$ cat config.mk
export PLATFORM = sky130hd
export DESIGN_NAME = id_operand_stage
export DESIGN_NICKNAME = d
export VERILOG_FILES = /design/src/rtl/id_operand_stage.sv
export SDC_FILE = /design/constraint.sdc
export NUM_CORES = 1
export LEC_CHECK = 0
export BUFFER_PORTS_ARGS = -buffer_cell sky130_fd_sc_hd__clkbuf_2
export CORE_MARGIN = 2
export CORE_UTILIZATION = 30
export CTS_BUF_LIST = sky130_fd_sc_hd__clkbuf_4
export CTS_CLUSTER_DIAMETER = 200
export DETAILED_ROUTE_END_ITERATION = 10
export GPL_TIMING_DRIVEN = 0
export PLACE_DENSITY = 0.63
export RECOVER_POWER = 100
export SYNTH_ARGS = -nofsm -noshare
export SYNTH_HDL_FRONTEND = slang
export SYNTH_SLANG_ARGS = --single-unit
$ cat constraint.sdc
create_clock -name clk -period 2.5 [get_ports clk]
set_clock_uncertainty 0.2 [all_clocks]
set_input_delay 0.75 -clock clk [delete_from_list [all_inputs] [get_ports clk]]
set_output_delay 0.75 -clock clk [all_outputs]
set_load 0.02 [all_outputs]
$ cat src/rtl/id_operand_stage.sv
// ============================================================================
// Module      : id_operand_stage
// Description : Decode/operand-fetch pipeline stage that sits directly ahead of
//               EX. It reads the two combinational REGFILE16 read ports,
//               resolves read-after-write hazards and holds the resolved
//               operands, the destination and a valid flag in a single
//               valid/ready pipeline register.
//
//               Build option (macro ID_OPERAND_FWD_EN):
//                 defined   : EX and WB results are bypassed into the operands.
//                             The stage stalls only when a source depends on a
//                             load that is still in EX.
//                 undefined : operands come from the register file only. The
//                             stage stalls while any nonzero source matches a
//                             pending EX or WB write, load or not.
//               Both builds deliver identical operand values. The build
//               without forwarding has lower throughput.
//
// Ports       : clk        - clock, rising edge
//               rst_n      - synchronous reset, active-low
//               in_valid   - decode presents an instruction
//               in_ready   - instruction accepted this cycle
//               in_rs      - source A address (also REGFILE16 r_addr_reg1)
//               in_rt      - source B address (also REGFILE16 r_addr_reg2)
//               in_rd      - destination address (0 = no write)
//               in_use_rt  - instruction reads rt
//               rf_data1   - REGFILE16 r_data_reg1
//               rf_data2   - REGFILE16 r_data_reg2
//               ex_w       - EX stage will write ex_addr
//               ex_load    - EX instruction is a load
//               ex_addr    - EX destination
//               ex_data    - EX ALU result
//               wb_w       - writeback enable
//               wb_addr    - writeback address
//               wb_data    - writeback data
//               flush      - squash the held and the incoming instruction
//               out_valid  - held instruction valid toward EX
//               out_ready  - EX accepts the held instruction
//               out_a      - resolved operand A
//               out_b      - resolved operand B
//               out_rd     - held destination
//
// Revision    : 1.0 - initial release
// ============================================================================
`default_nettype none

module id_operand_stage #(
  parameter int DW = 32,
  parameter int AW = 5
) (
  input  logic          clk,
  input  logic          rst_n,
  input  logic          in_valid,
  output logic          in_ready,
  input  logic [AW-1:0] in_rs,
  input  logic [AW-1:0] in_rt,
  input  logic [AW-1:0] in_rd,
  input  logic          in_use_rt,
  input  logic [DW-1:0] rf_data1,
  input  logic [DW-1:0] rf_data2,
  input  logic          ex_w,
  input  logic          ex_load,
  input  logic [AW-1:0] ex_addr,
  input  logic [DW-1:0] ex_data,
  input  logic          wb_w,
  input  logic [AW-1:0] wb_addr,
  input  logic [DW-1:0] wb_data,
  input  logic          flush,
  output logic          out_valid,
  input  logic          out_ready,
  output logic [DW-1:0] out_a,
  output logic [DW-1:0] out_b,
  output logic [AW-1:0] out_rd
);

  logic          r_valid;
  logic [DW-1:0] r_a;
  logic [DW-1:0] r_b;
  logic [AW-1:0] r_rd;

  logic          w_hazard;
  logic          w_in_ready;
  logic [DW-1:0] w_a;
  logic [DW-1:0] w_b;

  // Register 0 is hard-wired to zero, so it never creates a dependency.
  logic w_rs_zero;
  logic w_rt_zero;
  assign w_rs_zero = (in_rs == '0);
  assign w_rt_zero = (in_rt == '0);

`ifdef ID_OPERAND_FWD_EN

  logic w_ex_fwd_a;
  logic w_ex_fwd_b;
  logic w_wb_fwd_a;
  logic w_wb_fwd_b;

  // A load in EX has no data yet, so it is excluded from the EX bypass and
  // instead creates a one-cycle load-use stall. One cycle later the loaded
  // value shows up on the WB port and is bypassed from there.
  assign w_ex_fwd_a = ex_w && !ex_load && (ex_addr == in_rs);
  assign w_ex_fwd_b = ex_w && !ex_load && (ex_addr == in_rt);
  assign w_wb_fwd_a = wb_w && (wb_addr == in_rs);
  assign w_wb_fwd_b = wb_w && (wb_addr == in_rt);

  assign w_hazard = in_valid && ex_w && ex_load && (ex_addr != '0) &&
                    ((ex_addr == in_rs) || (in_use_rt && (ex_addr == in_rt)));

  // EX is younger than WB and therefore wins. The WB bypass is needed because
  // the register file commits on the same edge that would capture rf data.
  always_comb begin
    w_a = rf_data1;
    if (w_rs_zero)       w_a = '0;
    else if (w_ex_fwd_a) w_a = ex_data;
    else if (w_wb_fwd_a) w_a = wb_data;

    w_b = rf_data2;
    if (w_rt_zero)       w_b = '0;
    else if (w_ex_fwd_b) w_b = ex_data;
    else if (w_wb_fwd_b) w_b = wb_data;
  end

`else

  logic w_dep_a;
  logic w_dep_b;
  logic w_unused_nofwd;

  // Without bypassing, wait until every pending producer of a source has
  // committed to the register file, including the WB write that lands on the
  // same edge as capture.
  assign w_dep_a = !w_rs_zero &&
                   ((ex_w && (ex_addr == in_rs)) || (wb_w && (wb_addr == in_rs)));
  assign w_dep_b = in_use_rt && !w_rt_zero &&
                   ((ex_w && (ex_addr == in_rt)) || (wb_w && (wb_addr == in_rt)));

  assign w_hazard = in_valid && (w_dep_a || w_dep_b);

  assign w_a = w_rs_zero ? '0 : rf_data1;
  assign w_b = w_rt_zero ? '0 : rf_data2;

  // Bypass data ports are part of the common interface but unused here.
  assign w_unused_nofwd = ^{ex_load, ex_data, wb_data};

`endif

  assign w_in_ready = rst_n && !w_hazard && (!r_valid || out_ready);

  always_ff @(posedge clk) begin
    if (!rst_n) begin
      r_valid <= 1'b0;
      r_a     <= '0;
      r_b     <= '0;
      r_rd    <= '0;
    end else if (flush) begin
      // Squash both the held and the incoming instruction; data is left as-is
      // because out_valid already qualifies it.
      r_valid <= 1'b0;
    end else if (in_valid && w_in_ready) begin
      r_valid <= 1'b1;
      r_a     <= w_a;
      r_b     <= w_b;
      r_rd    <= in_rd;
    end else if (out_ready) begin
      // Held instruction drained with nothing to replace it: insert a bubble.
      r_valid <= 1'b0;
    end
  end

  assign in_ready  = w_in_ready;
  assign out_valid = r_valid;
  assign out_a     = r_a;
  assign out_b     = r_b;
  assign out_rd    = r_rd;

endmodule

`default_nettype wire

==> results.toml <==
[setup_path]
startpoint_type = "input port"
required_ps = 1550
worstPathArrival_ps = 2000
crit_fanout = 3
path_class = "in2out"
end_kind = "primary output"

[global_routing]
grt_pass1_wl_um = 13540
grt_usage_pct = 15.31
antenna_found_initial = 0
grt_max_degree = 13
grt_overflow = 0
grt_pass1_vias = 2884

[yosys]
async_reset_ff_share_pct = 0
syn_inst = 345
yosysTopAreaCell = "dfxtp_1"
syn_area_um2 = 3032
synth_cell_type_count = 24
synth.avg_cell_area_um2 = 8.787
synth-edff-count = 0
ys_seq_elements = 70
synth_seq_area_share_pct = 46.22
synth_area_leaders = "dfxtp_1 (46%), mux2i_1 (23%), nand2_1 (17%)"
synth_ff_type = "dfxtp_1"
synth_nets = 507
yosysWarnings = 0
synthTopCellsByCount = "nand2_1 (138), dfxtp_1 (70), mux2i_1 (69), clkbuf_1 (14), xnor2_1 (12)"
synth_top_area_share_pct = 46.22
yosysMostFrequentCell = "nand2_1"

[detailed_routing]
drc_errors = 0
viasPerCell = 4.381
drtIter0Drc = 128
ant_nets = 0
wirelength_um = 8627
drtPass1Iterations = 4
vias = 2957
wire_per_inst_um = 12.78

[power]
power_leakage_nw = 2.466
pwr_density_cell_nw_per_um2 = 557.8
finalPower_mw = 2.524
ir_drop_mv = 0.2394

[floorplan]
core_um2 = 9774
start_util_pct = 31.02
die_area_um2 = 10930
dieHeight_um = 104.5
die_x_um = 104.5
ios = 233
rows = 36

[timing]
tns_ps = -4653
worstMarginPinSlew_ps = 538.9
worst_hold_slack_ps = 267.2
max_freq_ghz = 0.3390
setup_slack_ps = -449.7
period_minus_slack_ps = 2950
rsz0062_at_grt = "true"
hold_violations = 0
setup_viol = 40
post-route-period-util_pct = 118.0
maxSlewViolCount = 0
maxSlewHeadroom_pct = 64.08

[placement]
portBuffers = 166
gp_congestion = 0.8875
hpwl_um = 6255
dpl.cell_count = 644

[cts]
cts_sinks = 70
clk_pin_slew_ps = 110
cts_buffers = 9
clock-root-buffer = "clkbuf_4"
clock_latency_ps = 390
cts_tree = "done"
cts_htree_levels = 3
cts_buffer_depth = 2

[job]
cap_violations = 0

[final_layout]
drive_gt1_share_pct = 26.01
layout.nets = 699
synthToLayoutAreaGrowth_pct = 49.24
antenna_cells = 0
final_cells = 675
post-route-util_pct = 46.29

[hold_path]
hp-class = "reg2reg"

[run_status]
violations = "setup timing"
status = "finished, violations left"
-- worst max-delay path: stages --
cell and delay, ps:
buf_8 110, xor2_2 170, nor4_2 290, nand3_1 130, a21oi_2 170, o21ai_1 80, and3_4 180, buf_8 120
-- logic make-up (layout without fill, tap and decap cells) --
logic type / after synthesis / after routing / share of synthesized area, %
AND/OR/NAND/NOR: 154 / 154 / 20.18
flip-flops: 70 / 70 / 46.22
AO/OA/AOI/OAI: 4 / 4 / 0.8253
buffers and inverters: 28 / 225 / 4.210
XOR/XNOR: 20 / 20 / 5.778
multiplexers: 69 / 69 / 22.78
-- registers in the layout (all words and copies together), names as in the netlist --
name,cells
out_valid,1
out_b,32
out_rd,5
out_a,32
-- final timing paths --
kind	startpoint	endpoint	slack, ps	depth (start not counted)
setup / recovery	in_rt[3]	in_ready	-450	8
hold / removal	out_a[2]	out_a[2]	270	2
setup reg to reg	out_valid	out_b[20]	680	7
hold reg to reg	out_a[2]	out_a[2]	270	2
-- report_power, final --
part	internal, mW	switching [mW]	total (mW)	leakage, nW
logic	0.223	0.267	0.489	1.81
clock network	0.399	0.419	0.818	0.0791
registers	1.18	0.0334	1.22	0.573
total	1.80	0.719	2.52	2.47
-- routing by layer --
metal / routed length, um / part of all wire (%) / track usage [%] / vias up
met4: 197 / 2.3 / 7.239 / 0
met2: 4122 / 48 / 24.98 / 108
met3: 612 / 7.1 / 4.762 / 19
met5: 0 / 0 / 0 / -
li1: - / - / - / 1499
met1: 3695 / 43 / 18.27 / 1331
-- layout by cell type, fill, tap and decap left out, types with 2 or more instances in the layout --
| cell type | netlist | routed |
|---|---|---|
| buf_6 | 2 | 2 |
| clkbuf_16 | 0 | 5 |
| nand2_1 | 138 | 137 |
| mux2i_1 | 69 | 68 |
| inv_1 | 6 | 6 |
| buf_8 | 0 | 2 |
| xnor2_1 | 12 | 12 |
| nor4_2 | 0 | 2 |
| clkbuf_2 | 0 | 91 |
| xor2_2 | 0 | 2 |
| clkbuf_1 | 14 | 84 |
| dfxtp_1 | 70 | 70 |
| nand4_1 | 2 | 2 |
| nor2_1 | 2 | 2 |
| buf_12 | 0 | 10 |
| bufinv_16 | 0 | 2 |
| clkinv_1 | 0 | 3 |
| nand3_1 | 2 | 2 |
| buf_4 | 0 | 8 |
| xor2_1 | 8 | 6 |
| clkbuf_4 | 0 | 9 |
-- layout make-up --
cell class,count,area [um^2]
flip-flops and latches,70,1401
plain buffers,22,212.7
repair buffers,181,1010
fillers,1013,5250
clock buffers,9,67.56
clock inverters,7,87.58
inverters,6,22.52
multi-input cells,247,1556
well taps,133,166.4
-- metrics by stage --
stage                     worst slack [ps]  cell area, um^2
after detailed placement            -499.0             4038
after CTS                           -480.5             4250
final                               -449.7             4524
after floorplan                     -132.8             3040
after global placement              -479.5             4038
after global routing                -569.5             4524
-- timing repair --
item	in CTS	in global routing
gates cloned	0	5
gates resized for setup	10	42
setup endpoints to repair	1	70
setup buffers	3	7
pin swaps	6	7
hold buffers	0	0
Power figures use the tool's default switching activity.
